`src/rtl/noc_demux_1ton_buf_if.sv`:
```
// Handshake bundle for the 1-to-N buffered NoC demux: one input channel, N output channels.
interface noc_demux_1ton_buf_if #(
  parameter int DATA_W = 16,
  parameter int N_OUT  = 4
);
  localparam int SEL_W = ($clog2(N_OUT) > 1) ? $clog2(N_OUT) : 1;

  logic                    enable_i;
  logic [DATA_W-1:0]       data_i;
  logic [SEL_W-1:0]        sel_i;
  logic                    valid_i;
  logic                    ready_o;
  logic [N_OUT*DATA_W-1:0] data_o;
  logic [N_OUT-1:0]        valid_o;
  logic [N_OUT-1:0]        ready_i;
  logic                    err_o;

  modport slave (
    input  enable_i, data_i, sel_i, valid_i, ready_i,
    output ready_o, data_o, valid_o, err_o
  );

  modport master (
    output enable_i, data_i, sel_i, valid_i, ready_i,
    input  ready_o, data_o, valid_o, err_o
  );
endinterface

```
`src/rtl/noc_demux_1ton_buf.sv`:
```
// 1-to-N NoC demux with an independent FIFO per output; head entry is presented straight from storage.
// NOC_DEMUX_DROP_CNT_EN adds a saturating 16-bit drop counter output (drop_cnt_o).
module noc_demux_fifo #(
  parameter int DATA_W = 16,
  parameter int DEPTH  = 2
) (
  input  logic              clk_i,
  input  logic              rst_i,
  input  logic              push_i,
  input  logic [DATA_W-1:0] data_i,
  input  logic              ready_i,
  output logic              valid_o,
  output logic [DATA_W-1:0] data_o,
  output logic              full_o
);
  localparam int PTR_W = $clog2(DEPTH);
  localparam int CNT_W = $clog2(DEPTH + 1);

  logic [DEPTH-1:0][DATA_W-1:0] mem_q;
  logic [PTR_W-1:0]             wr_ptr_q, wr_ptr_d, rd_ptr_q, rd_ptr_d;
  logic [CNT_W-1:0]             cnt_q, cnt_d;
  logic                         pop;

  assign valid_o = (cnt_q != '0);
  assign full_o  = (cnt_q == CNT_W'(DEPTH));
  assign data_o  = mem_q[rd_ptr_q];
  assign pop     = valid_o & ready_i;

  // Caller never pushes while full, so push and pop simply offset each other.
  always_comb begin
    wr_ptr_d = wr_ptr_q;
    rd_ptr_d = rd_ptr_q;
    cnt_d    = cnt_q;
    if (push_i) wr_ptr_d = wr_ptr_q + PTR_W'(1);
    if (pop)    rd_ptr_d = rd_ptr_q + PTR_W'(1);
    case ({push_i, pop})
      2'b10:   cnt_d = cnt_q + CNT_W'(1);
      2'b01:   cnt_d = cnt_q - CNT_W'(1);
      default: cnt_d = cnt_q;
    endcase
  end

  always_ff @(posedge clk_i or posedge rst_i) begin
    if (rst_i) begin
      mem_q    <= '0;
      wr_ptr_q <= '0;
      rd_ptr_q <= '0;
      cnt_q    <= '0;
    end else begin
      if (push_i) mem_q[wr_ptr_q] <= data_i;
      wr_ptr_q <= wr_ptr_d;
      rd_ptr_q <= rd_ptr_d;
      cnt_q    <= cnt_d;
    end
  end
endmodule

module noc_demux_1ton_buf #(
  parameter int DATA_W = 16,
  parameter int N_OUT  = 4,
  parameter int DEPTH  = 2
) (
  input  logic                 clk_i,
  input  logic                 rst_i,
  noc_demux_1ton_buf_if.slave  bus
`ifdef NOC_DEMUX_DROP_CNT_EN
  , output logic [15:0]        drop_cnt_o
`endif
);
  localparam int SEL_W = ($clog2(N_OUT) > 1) ? $clog2(N_OUT) : 1;

  logic [N_OUT-1:0]             sel_hit, full, push;
  logic [N_OUT-1:0][DATA_W-1:0] head;
  logic                         sel_ok, sel_full, ready, accept, err_q;

  // Decode by equality so an out-of-range sel never indexes past full[].
  always_comb begin
    sel_hit  = '0;
    sel_ok   = 1'b0;
    sel_full = 1'b0;
    for (int k = 0; k < N_OUT; k++) begin
      if (bus.sel_i == SEL_W'(k)) begin
        sel_hit[k] = 1'b1;
        sel_ok     = 1'b1;
        sel_full   = full[k];
      end
    end
  end

  // A same-cycle pop never frees space for the incoming flit.
  assign ready  = bus.enable_i & (~sel_ok | ~sel_full);
  assign accept = bus.valid_i & ready;
  assign push   = sel_hit & {N_OUT{accept}};

  for (genvar k = 0; k < N_OUT; k++) begin : g_ch
    noc_demux_fifo #(.DATA_W(DATA_W), .DEPTH(DEPTH)) u_fifo (
      .clk_i   (clk_i),
      .rst_i   (rst_i),
      .push_i  (push[k]),
      .data_i  (bus.data_i),
      .ready_i (bus.ready_i[k]),
      .valid_o (bus.valid_o[k]),
      .data_o  (head[k]),
      .full_o  (full[k])
    );
  end

  always_ff @(posedge clk_i or posedge rst_i) begin
    if (rst_i) err_q <= 1'b0;
    else       err_q <= accept & ~sel_ok;
  end

`ifdef NOC_DEMUX_DROP_CNT_EN
  logic [15:0] drop_cnt_q;
  always_ff @(posedge clk_i or posedge rst_i) begin
    if (rst_i)
      drop_cnt_q <= '0;
    else if (accept & ~sel_ok & (drop_cnt_q != 16'hFFFF))
      drop_cnt_q <= drop_cnt_q + 16'd1;
  end
  assign drop_cnt_o = drop_cnt_q;
`endif

  assign bus.ready_o = ready;
  assign bus.data_o  = head;
  assign bus.err_o   = err_q;
endmodule

```
`src/flat_wrapper.sv`:
```
// flat-port wrapper written by rule: the top's interface ports become plain ports
module noc_demux_1ton_buf_flat 
#(
  parameter int DATA_W = 16,
  parameter int N_OUT  = 4,
  parameter int DEPTH  = 2
)
  (clk_i, rst_i, bus_enable_i, bus_data_i, bus_sel_i, bus_valid_i, bus_ready_i, bus_ready_o, bus_data_o, bus_valid_o, bus_err_o);
  noc_demux_1ton_buf_if #(.DATA_W(DATA_W), .N_OUT(N_OUT)) bus_i ();
  input  logic clk_i;
  input  logic rst_i;
  input wire logic [$bits(bus_i.enable_i)-1:0] bus_enable_i;
  input wire logic [$bits(bus_i.data_i)-1:0] bus_data_i;
  input wire logic [$bits(bus_i.sel_i)-1:0] bus_sel_i;
  input wire logic [$bits(bus_i.valid_i)-1:0] bus_valid_i;
  input wire logic [$bits(bus_i.ready_i)-1:0] bus_ready_i;
  output wire logic [$bits(bus_i.ready_o)-1:0] bus_ready_o;
  output wire logic [$bits(bus_i.data_o)-1:0] bus_data_o;
  output wire logic [$bits(bus_i.valid_o)-1:0] bus_valid_o;
  output wire logic [$bits(bus_i.err_o)-1:0] bus_err_o;
  assign bus_i.enable_i = bus_enable_i;
  assign bus_i.data_i = bus_data_i;
  assign bus_i.sel_i = bus_sel_i;
  assign bus_i.valid_i = bus_valid_i;
  assign bus_i.ready_i = bus_ready_i;
  assign bus_ready_o = bus_i.ready_o;
  assign bus_data_o = bus_i.data_o;
  assign bus_valid_o = bus_i.valid_o;
  assign bus_err_o = bus_i.err_o;
  noc_demux_1ton_buf #(.DATA_W(DATA_W), .N_OUT(N_OUT), .DEPTH(DEPTH)) u_core (.clk_i(clk_i), .rst_i(rst_i), .bus(bus_i));
endmodule
```
`config.mk`:
```
export PLATFORM = sky130hd
export DESIGN_NAME = noc_demux_1ton_buf_flat
export DESIGN_NICKNAME = d
export VERILOG_FILES = /design/src/rtl/noc_demux_1ton_buf_if.sv /design/src/rtl/noc_demux_1ton_buf.sv /design/src/flat_wrapper.sv
export SDC_FILE = /design/constraint.sdc
export NUM_CORES = 1
export LEC_CHECK = 0
export BUFFER_PORTS_ARGS = -buffer_cell sky130_fd_sc_hd__buf_4
export CAP_MARGIN = 20
export CORE_MARGIN = 4
export CORE_UTILIZATION = 31
export DETAILED_ROUTE_END_ITERATION = 12
export PLACE_DENSITY = 0.48
export SYNTH_ARGS = -nofsm -noshare
export SYNTH_HDL_FRONTEND = slang
export SYNTH_HIERARCHICAL = 1
export SYNTH_SLANG_ARGS = --single-unit
```
`constraint.sdc`:
```
create_clock -name clk_i -period 5.9 [get_ports clk_i]
set_input_delay 0.295 -clock clk_i [delete_from_list [all_inputs] [get_ports clk_i]]
set_output_delay 0.295 -clock clk_i [all_outputs]
set_load 0.05 [all_outputs]
```
==> metrics.txt, run 1 <==
synthesized area=6620 um^2; final antenna-violating net count=0; diodes inserted=0; total gr overflow=0; average wire per standard cell=18.0 um; crit-path cells=nor2b_1, nor4b_1, nand2b_1, mux2_4; total iterations of the first detailed-routing run=4; Setup Skew=7.84 ps; Crit-path slowest cell=nand2b_1; fillers=approximately 2000; max frequency=about 380 MHz; GPL Wtd Cong=roughly 0.7; sequential share of the synthesized area=0.548; Die ar.=approximately 24000 um^2; area delta synth->final=22.2%; first-pass GRT wire length=approximately 23 mm; pin count of the biggest net entering global routing=37; crit path DAT=2950 ps; post-DP HPWL=between 10 and 15 mm; CP max FO=16; io pins=96; most common cell after layout, fill and taps aside=mux2_2; status=finished clean; Gate Count Post-Synth=423; RSZ-0062 raised after global routing=false; H-tree lvl count=4; worst setup path class=reg -> reg; post-synth top area cell=dfrtp_1; row count=53; total CTS buffers=17; Final Critical Period=between 2000 and 3000 ps; Fin. Hold Viols=0; Overall Global Routing Usage=0.126; share of the synthesized area in the top cell type=0.548; syn_nets=453; die height=154 um; final setup vio count=0; CTS tree=done; CORE AREA=around 21000 um^2; Via density=roughly 4.5; area fraction in and, or, nand and nor cells after synthesis=0.0276; Max-Cap Viols=0; clk_lat worst skew=between 400 and 500 ps; Worst-Margin Slew=1090 ps; layout net count=between 500 and 600; Max clock buf depth=2; xor-xnor portion of the synthesized cell area=0.0265; synth warn=6; delay of the slowest critical-path stage=roughly 750 ps; DP Worst Slack=between 3000 and 4000 ps; DRT Wirelength=roughly 15 mm; Die Width=154 um; main combinational cell family by area after synthesis=multiplexers; syn_area_per_cell=roughly 16 um^2; critical path capture point type=flip-flop; commonest cells after routing, fill and taps aside=mux2_2 (152), dfrtp_1 (145), buf_4 (99), mux2_4 (40), clkbuf_16 (17); clk root buf=clkbuf_16; Unique masters post-synth=24; port bufs=95; Slew Viols, Final=0; clk sink count=between 100 and 150; CP startpoint kind=flip-flop; top cells by area, synth=dfrtp_1 (55%), mux2_2 (26%), mux2_4 (9.1%), xor2_1 (1.6%), buf_6 (1.4%); Initial Utilization=0.315; Slew HR=0.272; Adder-Cell Fraction of Synth Area=0.00756; Hold Path Class=in -> reg; Clock transition at path regs=60 ps; Synth Area in Compound Gates=0; TNS Setup=0 ps; CP Data Required Time=approximately 6200 ps; Yosys reg bits=around 150; Setup WS post-layout=3240 ps; period utilization=0.452; drc violations=0; mux contribution to synthesized area=0.353; initial antenna violation count=0; layout cells sized above 1=0.611; vias in the first global route=around 4100; drt initial violations=a little over 90; vias=between 3000 and 4000
cells by family after synthesis:
group,Yosys count
XOR/XNOR,20
adder cells (fa/ha/maj),4
buffers and inverters,29
flip-flops,145
multiplexers,193
other,1
AND/OR/NAND/NOR,31
per-stage QoR:
| step | area, um^2 | hold WS, ps | utilization | std cells |
|---|---|---|---|---|
| after global routing | 8090 | 190 | 0.385 | 810 |
| after global placement | 7500 | 182 | 0.357 | 777 |
| after detailed placement | 7500 | 182 | 0.357 | 777 |
| after floorplan | 6620 | 23.7 | - | 423 |
| after CTS | 8060 | 192 | 0.383 | 809 |
| final | 8090 | 197 | 0.385 | 810 |
worst paths after layout:
path                                                start                         endpoint  slack [ps]  depth (start not counted)
setup / recovery           u_core/g_ch[2].u_fifo/cnt_q[1]   u_core/g_ch[2].u_fifo/mem_q[6]        3240                          4
max in group asynchronous                           rst_i  u_core/g_ch[1].u_fifo/mem_q[27]        4940                          4
setup reg to reg           u_core/g_ch[2].u_fifo/cnt_q[1]   u_core/g_ch[2].u_fifo/mem_q[6]        3240                          4
min in group asynchronous                           rst_i                 u_core/bus.err_o         320                          3
hold reg to reg            u_core/g_ch[2].u_fifo/cnt_q[1]   u_core/g_ch[2].u_fifo/cnt_q[1]         480                          1
hold / removal                              bus_data_i[7]   u_core/g_ch[3].u_fifo/mem_q[7]         200                          2
cells in the mapped netlist (all sizes together):
cell / n
mux2: 192
dfrtp: 145
buf: 20
xor2: 12
inv: 9
xnor2: 8
nand2: 5
nor2b: 5
and2: 4
ha: 4
nand2b: 4
nor2: 4
or2: 4
conb: 1
mux4: 1
nand3: 1
nor3: 1
nor3b: 1
nor4: 1
nor4b: 1
layer usage:
layer	share of wire	global-route usage
met1	0.46	0.164
met4	0.010	0.0378
met3	0.036	0.0335
met2	0.49	0.207
met5	0	0
critical path: cells and delay by family, from the launching register on:
| kind | cells | cell delay (ps) |
|---|---|---|
| flip-flops | 1 | 390 |
| multiplexers | 1 | 510 |
| AND/OR/NAND/NOR | 3 | 1630 |
cell type report:
type	instances	area (um^2)	area share
Multi-Input combinational cell	249	2750	0.340
Tap cell	275	344	0.0426
Clock buffer	26	499	0.0617
Inverter	9	33.8	0.00418
Timing Repair Buffer	101	781	0.0966
Clock inverter	5	52.6	0.00650
Sequential cell	145	3630	0.449
flip-flops by register name, summed over array words and instances (netlist names):
register,count
u_core/g_ch.u_fifo/mem_q,128
u_core/g_ch.u_fifo/rd_ptr_q,4
u_core/g_ch.u_fifo/cnt_q,8
u_core/g_ch.u_fifo/wr_ptr_q,4
u_core/bus.err_o,1
repair_timing:
action	4_1_cts	5_1_grt
hold buffers	1	0
resized for setup	0	0
buffers inserted	0	0
endpoints found under the hold margin	1	0
Power of run 1 is not shown: default switching activity piles up to over one toggle a cycle in this logic, so the estimate is an artifact.
==> run 2, diff against run 1 <==
--- a/config.mk
+++ b/config.mk
@@ -5,12 +5,13 @@
 export SDC_FILE = /design/constraint.sdc
 export NUM_CORES = 1
 export LEC_CHECK = 0
+export ABC_AREA = 1
 export BUFFER_PORTS_ARGS = -buffer_cell sky130_fd_sc_hd__buf_4
 export CAP_MARGIN = 20
 export CORE_MARGIN = 4
 export CORE_UTILIZATION = 31
 export DETAILED_ROUTE_END_ITERATION = 12
-export PLACE_DENSITY = 0.48
+export PLACE_DENSITY = 0.49
 export SYNTH_ARGS = -nofsm -noshare
 export SYNTH_HDL_FRONTEND = slang
 export SYNTH_HIERARCHICAL = 1
==> constraint.sdc (replaced) <==
create_clock -name clk_i -period 2.1 [get_ports clk_i]
set_input_delay 0.105 -clock clk_i [delete_from_list [all_inputs] [get_ports clk_i]]
set_output_delay 0.105 -clock clk_i [all_outputs]
set_load 0.05 [all_outputs]
==> metrics.txt, run 2 <==
status=finished clean; vias=5266 (+44%); post-DP HPWL=11.9 mm (+17%); crit-path cells=inv_1, nor2_1, inv_1, nand3_1, nand2_1, inv_1, nand2_1, nand3_2, nor2_1, inv_2, or2_1, buf_4, nand2_1, o21ai_2; Post-CTS Setup Bufs=0 (unchanged); crit path DAT=2180 ps (-770 ps); Die ar.=24600 um^2 (+3.6%); syn_nets=861 (+90%); most common cell after layout, fill and taps aside=nand2_1; TNS Setup=0 ps (unchanged); Largest regs=u_core/g_ch.u_fifo/mem_q (128), u_core/g_ch.u_fifo/cnt_q (8); Fin. Hold Viols=0 (unchanged); GRT busiest layer=met2; commonest cells after routing, fill and taps aside=nand2_1 (359), dfrtp_1 (145), buf_4 (110), inv_1 (100); number of flip-flops in the largest register=128 (unchanged); io pins=96 (unchanged); commonest cells in the netlist=nand2_1 (359), dfrtp_1 (145), inv_1 (100); synth warn=6 (unchanged); die height=157 um (+1.8%); final antenna-violating net count=0 (unchanged); pin count of the biggest net entering global routing=37 (unchanged); Crit-path slowest cell=dfrtp_1; Unique masters post-synth=21 (-13%); final setup vio count=0 (unchanged); met3 Usage GRT=0.0324 (-0.00105); delay of the slowest critical-path stage=370 ps (-380 ps); Gate Count Post-Synth=831 (+96%); Placed Instances=1183 (+52%); critical path capture point type=flip-flop; H-tree lvl count=4 (unchanged); power per cell area=1870 nW/um^2; total iterations of the first detailed-routing run=6 (+2); Max clock buf depth=2 (unchanged); post-layout util=0.389 (+0.00415); Max-Cap Viols=0 (unchanged); area delta synth->final=23.4%; max frequency=534 MHz (+42%); CP Buf/Inv Count=5 (+5); drt initial violations=310 (+240%); leakage=4.62 nW; row count=54 (+1.9%); Clock transition at path regs=60 ps (about the same); CP startpoint kind=flip-flop; fillers=2347 (+16%); share of synthesized registers carrying an async set or reset=1.00 (unchanged); vias in the first global route=5083 (+25%); Crit path max-delay family=simple AND/OR/NAND/NOR gates; count leader, synth=nand2_1; CORE AREA=21800 um^2 (+3.8%); non-filler cells in the finished layout=1219 (+50%); total CTS buffers=17 (unchanged); clk root buf=clkbuf_16; CP max FO=20 (+4); Overall Global Routing Usage=0.155 (+0.0283); period utilization=0.892 (+0.441); syn_area_per_cell=8.27 um^2 (-47%); maximum VDD drop=713 uV; Final Critical Period=1870 ps (-791 ps); GPL Wtd Cong=0.713 (+3.1%); initial antenna violation count=0 (unchanged); layout cells sized above 1=0.239 (-0.373); Slew Viols, Final=0 (unchanged); post-synth top area cell=dfrtp_1; total gr overflow=0 (unchanged); top cells by area, synth=dfrtp_1 (53%), nand2_1 (20%), o21ai_2 (8.2%), inv_1 (5.5%), o21ai_0 (4.7%); Initial Utilization=0.315 (about the same); Setup WS post-layout=226 ps (-3010 ps); DRT Wirelength=18.3 mm (+25%); port bufs=95 (unchanged); Worst-Margin Slew=582 ps (-510 ps); DP Worst Slack=201 ps (-3000 ps); layout net count=957 (+73%); first-pass GRT wire length=28.5 mm (+23%); Slew HR=0.610 (+0.338); WHS=13.6 ps (-184 ps); sequential share of the synthesized area=0.528 (-0.0203); Yosys reg bits=145 (unchanged); RSZ-0062 raised after global routing=false; CP Data Required Time=2410 ps (-3780 ps); Hold Path Class=in -> reg; clk_lat worst skew=420 ps (about the same); Top reg by flops=u_core/g_ch.u_fifo/mem_q; Die Width=157 um (+1.8%); average wire per standard cell=15.0 um (-17%); share of the synthesized area in the top cell type=0.528 (-0.0203); drc violations=0 (unchanged); Main synth FF type=dfrtp_1; clk sink count=145 (unchanged); worst setup path class=reg -> reg; GR Util met1=0.220 (+0.0552); Post-synth EDFFs=0 (unchanged); Setup Skew=10.4 ps (+2.58 ps); Via density=4.32 (-4.1%); met2 usage in global routing=0.240 (+0.0328); synthesized area=6870 um^2 (+3.8%); diodes inserted=0 (unchanged); CTS tree=done
[run 2: cell types whose count changed in the layout (fill, tap and decap cells not counted), sizes merged, moves of 5 or more]
cell,previous run,this run
buf,100,112
inv,9,105
mux2,192,0
nand2,5,371
nand3,1,12
nand4,0,5
nor2b,5,0
o21ai,0,128
xor2,12,0
[run 2: path summary, 6_finish.rpt]
kind,from,to,slack (ps),cells past startpoint
max,u_core/g_ch[3].u_fifo/cnt_q[1],u_core/g_ch[2].u_fifo/mem_q[11],230,14
min,bus_data_i[1],u_core/g_ch[1].u_fifo/mem_q[1],10,3
max reg2reg,u_core/g_ch[3].u_fifo/cnt_q[1],u_core/g_ch[2].u_fifo/mem_q[11],230,14
min reg2reg,u_core/g_ch[3].u_fifo/cnt_q[1],u_core/g_ch[3].u_fifo/cnt_q[1],470,2
max in group asynchronous,rst_i,u_core/g_ch[3].u_fifo/mem_q[16],1350,4
min in group asynchronous,rst_i,u_core/bus.err_o,120,3
[run 2: through the flow]
step	instance area, um^2	total power (W)
floorplan	6870	0.0105
CTS	8480	0.0161
finish	8480	0.0159
global placement	7800	0.0127
global route	8480	0.0170
detailed placement	7800	0.0128
[run 2: tightest hold or removal path, delay by kind of cell]
family / cells / cell delay [ps]
buffers and inverters: 2 / 230
AO/OA/AOI/OAI: 1 / 60
[run 2: logic make-up (layout without fill, tap and decap cells)]
family                     Yosys count  after routing  share of synthesized area
AOI/OAI and AO/OA                  129            129                      0.129
xor gates and xnor gates             4              4                    0.00510
adders and majority gates            4              4                    0.00728
buffers and inverters              148            256                      0.100
DFF                                145            145                      0.528
other                                1              1                   0.000546
and+or+nand+nor                    400            400                      0.229
[run 2: per-layer routing]
metal	up-vias	wire, um
met4	0	236
li1	2717	-
met1	2433	8730
met5	-	0
met2	101	8320
met3	15	1020
[run 2: timing repair]
action,in CTS,in global routing
setup endpoints to repair,0,4
hold buffers,5,0
resized for setup,0,1
hold endpoints to repair,149,0
[run 2: where the power goes]
group	leakage (nW)	switching (W)	internal, W
sequential	1.85	0.000713	0.00414
combinational	2.46	0.00541	0.00235
clock	0.303	0.00119	0.00208
total	4.62	0.00731	0.00857
[run 2: layout make-up]
class	instances	area, um^2	share of cell area
tap	280	350	0.0413
multi-input combinational	538	2560	0.301
sequential	145	3630	0.428
clock inverter	9	154	0.0181
timing repair buffer	117	916	0.108
clock buffer	22	474	0.0559
inverter	108	405	0.0478
No activity file was read; power rests on OpenSTA's default activity.
==> run 3, diff against run 2 <==
--- a/config.mk
+++ b/config.mk
@@ -9,9 +9,9 @@
 export BUFFER_PORTS_ARGS = -buffer_cell sky130_fd_sc_hd__buf_4
 export CAP_MARGIN = 20
 export CORE_MARGIN = 4
-export CORE_UTILIZATION = 31
+export CORE_UTILIZATION = 62
 export DETAILED_ROUTE_END_ITERATION = 12
-export PLACE_DENSITY = 0.49
+export PLACE_DENSITY = 0.85
 export SYNTH_ARGS = -nofsm -noshare
 export SYNTH_HDL_FRONTEND = slang
 export SYNTH_HIERARCHICAL = 1
==> constraint.sdc (replaced) <==
create_clock -name clk_i -period 2.25 [get_ports clk_i]
set_input_delay 0.1125 -clock clk_i [delete_from_list [all_inputs] [get_ports clk_i]]
set_output_delay 0.1125 -clock clk_i [all_outputs]
set_load 0.05 [all_outputs]
==> metrics.txt, run 3 (synthesis results as in run 2) <==
combinational power share=0.502 (+0.013); first-pass GRT wire length=27.7 mm (-2.9%); sequential power share=0.314 (+0.009); Via density=5.28 (+22%); Post-CTS Setup Bufs=0 (unchanged); critical path capture point type=flip-flop; clock power share=0.183 (-0.023); Max clock buf depth=2 (unchanged); Pint=0.00769 W (-10%); drt initial violations=487 (+57%); crit path DAT=2480 ps (+300 ps); GPL Wtd Cong=0.814 (+14%); vias=5787 (+9.9%); Switching Power=0.00694 W (-5.0%); max frequency=479 MHz (-10%); post-DP HPWL=10.5 mm (-11%); CP max FO=33 (+65%); total iterations of the first detailed-routing run=6 (unchanged); io pins=96 (unchanged); Slew Viols, Final=0 (unchanged); Overall Global Routing Usage=0.278 (+0.124); vias in the first global route=5709 (+12%); Die ar.=12800 um^2 (-48%); CP startpoint kind=flip-flop; clk_lat worst skew=520 ps (+100 ps); maximum VDD drop=1130 uV (+58%); pin count of the biggest net entering global routing=37 (unchanged); area delta synth->final=22.0%; Crit-path slowest cell=dfrtp_1; clk root buf=clkbuf_8; total gr overflow=0 (unchanged); sw frac=0.475 (+0.0142); average wire per standard cell=15.6 um (+4.1%); port bufs=95 (unchanged); delay of the slowest critical-path stage=380 ps (about the same); status=finished clean; Hold Path Class=in -> async; placed cell area=7600 um^2 (-2.6%); DRT Wirelength=17.1 mm (-6.4%); die height=113 um (-28%); Largest regs=u_core/g_ch.u_fifo/mem_q (128), u_core/g_ch.u_fifo/cnt_q (8); Worst-Margin Slew=554 ps (-27.8 ps); RSZ-0062 raised after global routing=false; layout net count=973 (+1.7%); Initial Utilization=0.634 (+0.319); worst setup path class=reg -> reg; most common cell after layout, fill and taps aside=nand2_1; power per cell area=1750 nW/um^2 (-6.7%); fin area=8380 um^2 (-1.2%); Max-Cap Viols=0 (unchanged); total CTS buffers=17 (unchanged); TNS Setup=0 ps (unchanged); H-tree lvl count=4 (unchanged); Fin. Hold Viols=0 (unchanged); CP Data Required Time=2650 ps (+240 ps); Crit path max-delay family=simple AND/OR/NAND/NOR gates; Final Critical Period=2090 ps (+213 ps); Top reg by flops=u_core/g_ch.u_fifo/mem_q; Die Width=113 um (-28%); layout cells sized above 1=0.234 (-0.00424); number of flip-flops in the largest register=128 (unchanged); CP Buf/Inv Count=5 (unchanged); commonest cells after routing, fill and taps aside=nand2_1 (359), dfrtp_1 (145), buf_4 (112), inv_1 (100); Clock transition at path regs=60 ps (about the same); drc violations=0 (unchanged); diodes inserted=0 (unchanged); final antenna-violating net count=0 (unchanged); clk sink count=145 (unchanged); fillers=759 (-68%); row count=38 (-30%); Setup Skew=7.82 ps (-2.60 ps); Slew HR=0.629 (+0.0187); period utilization=0.927 (+0.0352); CTS tree=done; crit-path cells=inv_1, nor2_1, inv_1, nand3_1, nand2_1, inv_1, nand2_1, nand3_2, nor2_1, inv_2, or2_1, buf_4, nand2_1, o21ai_2; CORE AREA=10800 um^2 (-50%); final setup vio count=0 (unchanged); leakage=4.63 nW (+0.34%); initial antenna violation count=0 (unchanged)
-- run 3: layout make-up --
class                      count  area [um^2]  share of cell area
sequential                   145         3630               0.433
multi-input combinational    538         2550               0.305
timing repair buffer         133         1050               0.125
clock buffer                  20          435              0.0519
inverter                     108          405              0.0484
tap                          140          175              0.0209
clock inverter                12          134              0.0160
-- run 3: worst paths after layout --
kind                       cells after the start  slack, ps                               to                      startpoint
min in group clk_i                             6         60   u_core/g_ch[1].u_fifo/wr_ptr_q                    bus_sel_i[0]
min                                            3         50                 u_core/bus.err_o                           rst_i
max                                           14        160   u_core/g_ch[0].u_fifo/mem_q[9]  u_core/g_ch[2].u_fifo/cnt_q[1]
max in group asynchronous                      4       1600  u_core/g_ch[3].u_fifo/mem_q[13]                           rst_i
min reg2reg                                    2        480   u_core/g_ch[1].u_fifo/mem_q[3]  u_core/g_ch[1].u_fifo/mem_q[3]
max reg2reg                                   14        160   u_core/g_ch[0].u_fifo/mem_q[9]  u_core/g_ch[2].u_fifo/cnt_q[1]
-- run 3: power groups by stage --
stage | sequential [W] | combinational, W | clock (W)
2_1_floorplan | 0.00441 | 0.00543 | 0
3_5_place_dp | 0.00459 | 0.00725 | 0
6_report | 0.00460 | 0.00735 | 0.00268
5_1_grt | 0.00473 | 0.00792 | 0.00284
3_3_place_gp | 0.00452 | 0.00711 | 0
4_1_cts | 0.00458 | 0.00738 | 0.00271
-- run 3: worst min-delay path, stage by stage --
cell	delay (ps)
dlygate4sd3_1	550
buf_4	170
inv_1	60
-- run 3: through the flow --
step	worst slack [ps]	power [W]	instances	utilization	hold slack [ps]
floorplan	548	0.00984	831	-	-159
global placement	359	0.0116	1043	0.701	-5.01
detailed placement	273	0.0118	1043	0.701	-0.515
CTS	220	0.0147	1096	0.773	16.5
finish	163	0.0146	1096	0.773	51.6
global route	24.9	0.0155	1096	0.773	40.3
-- run 3: timing repair --
action	in CTS	in global routing
hold endpoints to repair	275	0
hold buffers	21	0
gates resized for setup	0	0
-- run 3: metal layers --
layer | vias up | track usage | share of wire
met3 | 51 | 0.0460 | 0.059
met1 | 2749 | 0.369 | 0.41
met2 | 224 | 0.450 | 0.49
li1 | 2763 | - | -
met4 | 0 | 0.132 | 0.039
met5 | - | 0 | 0
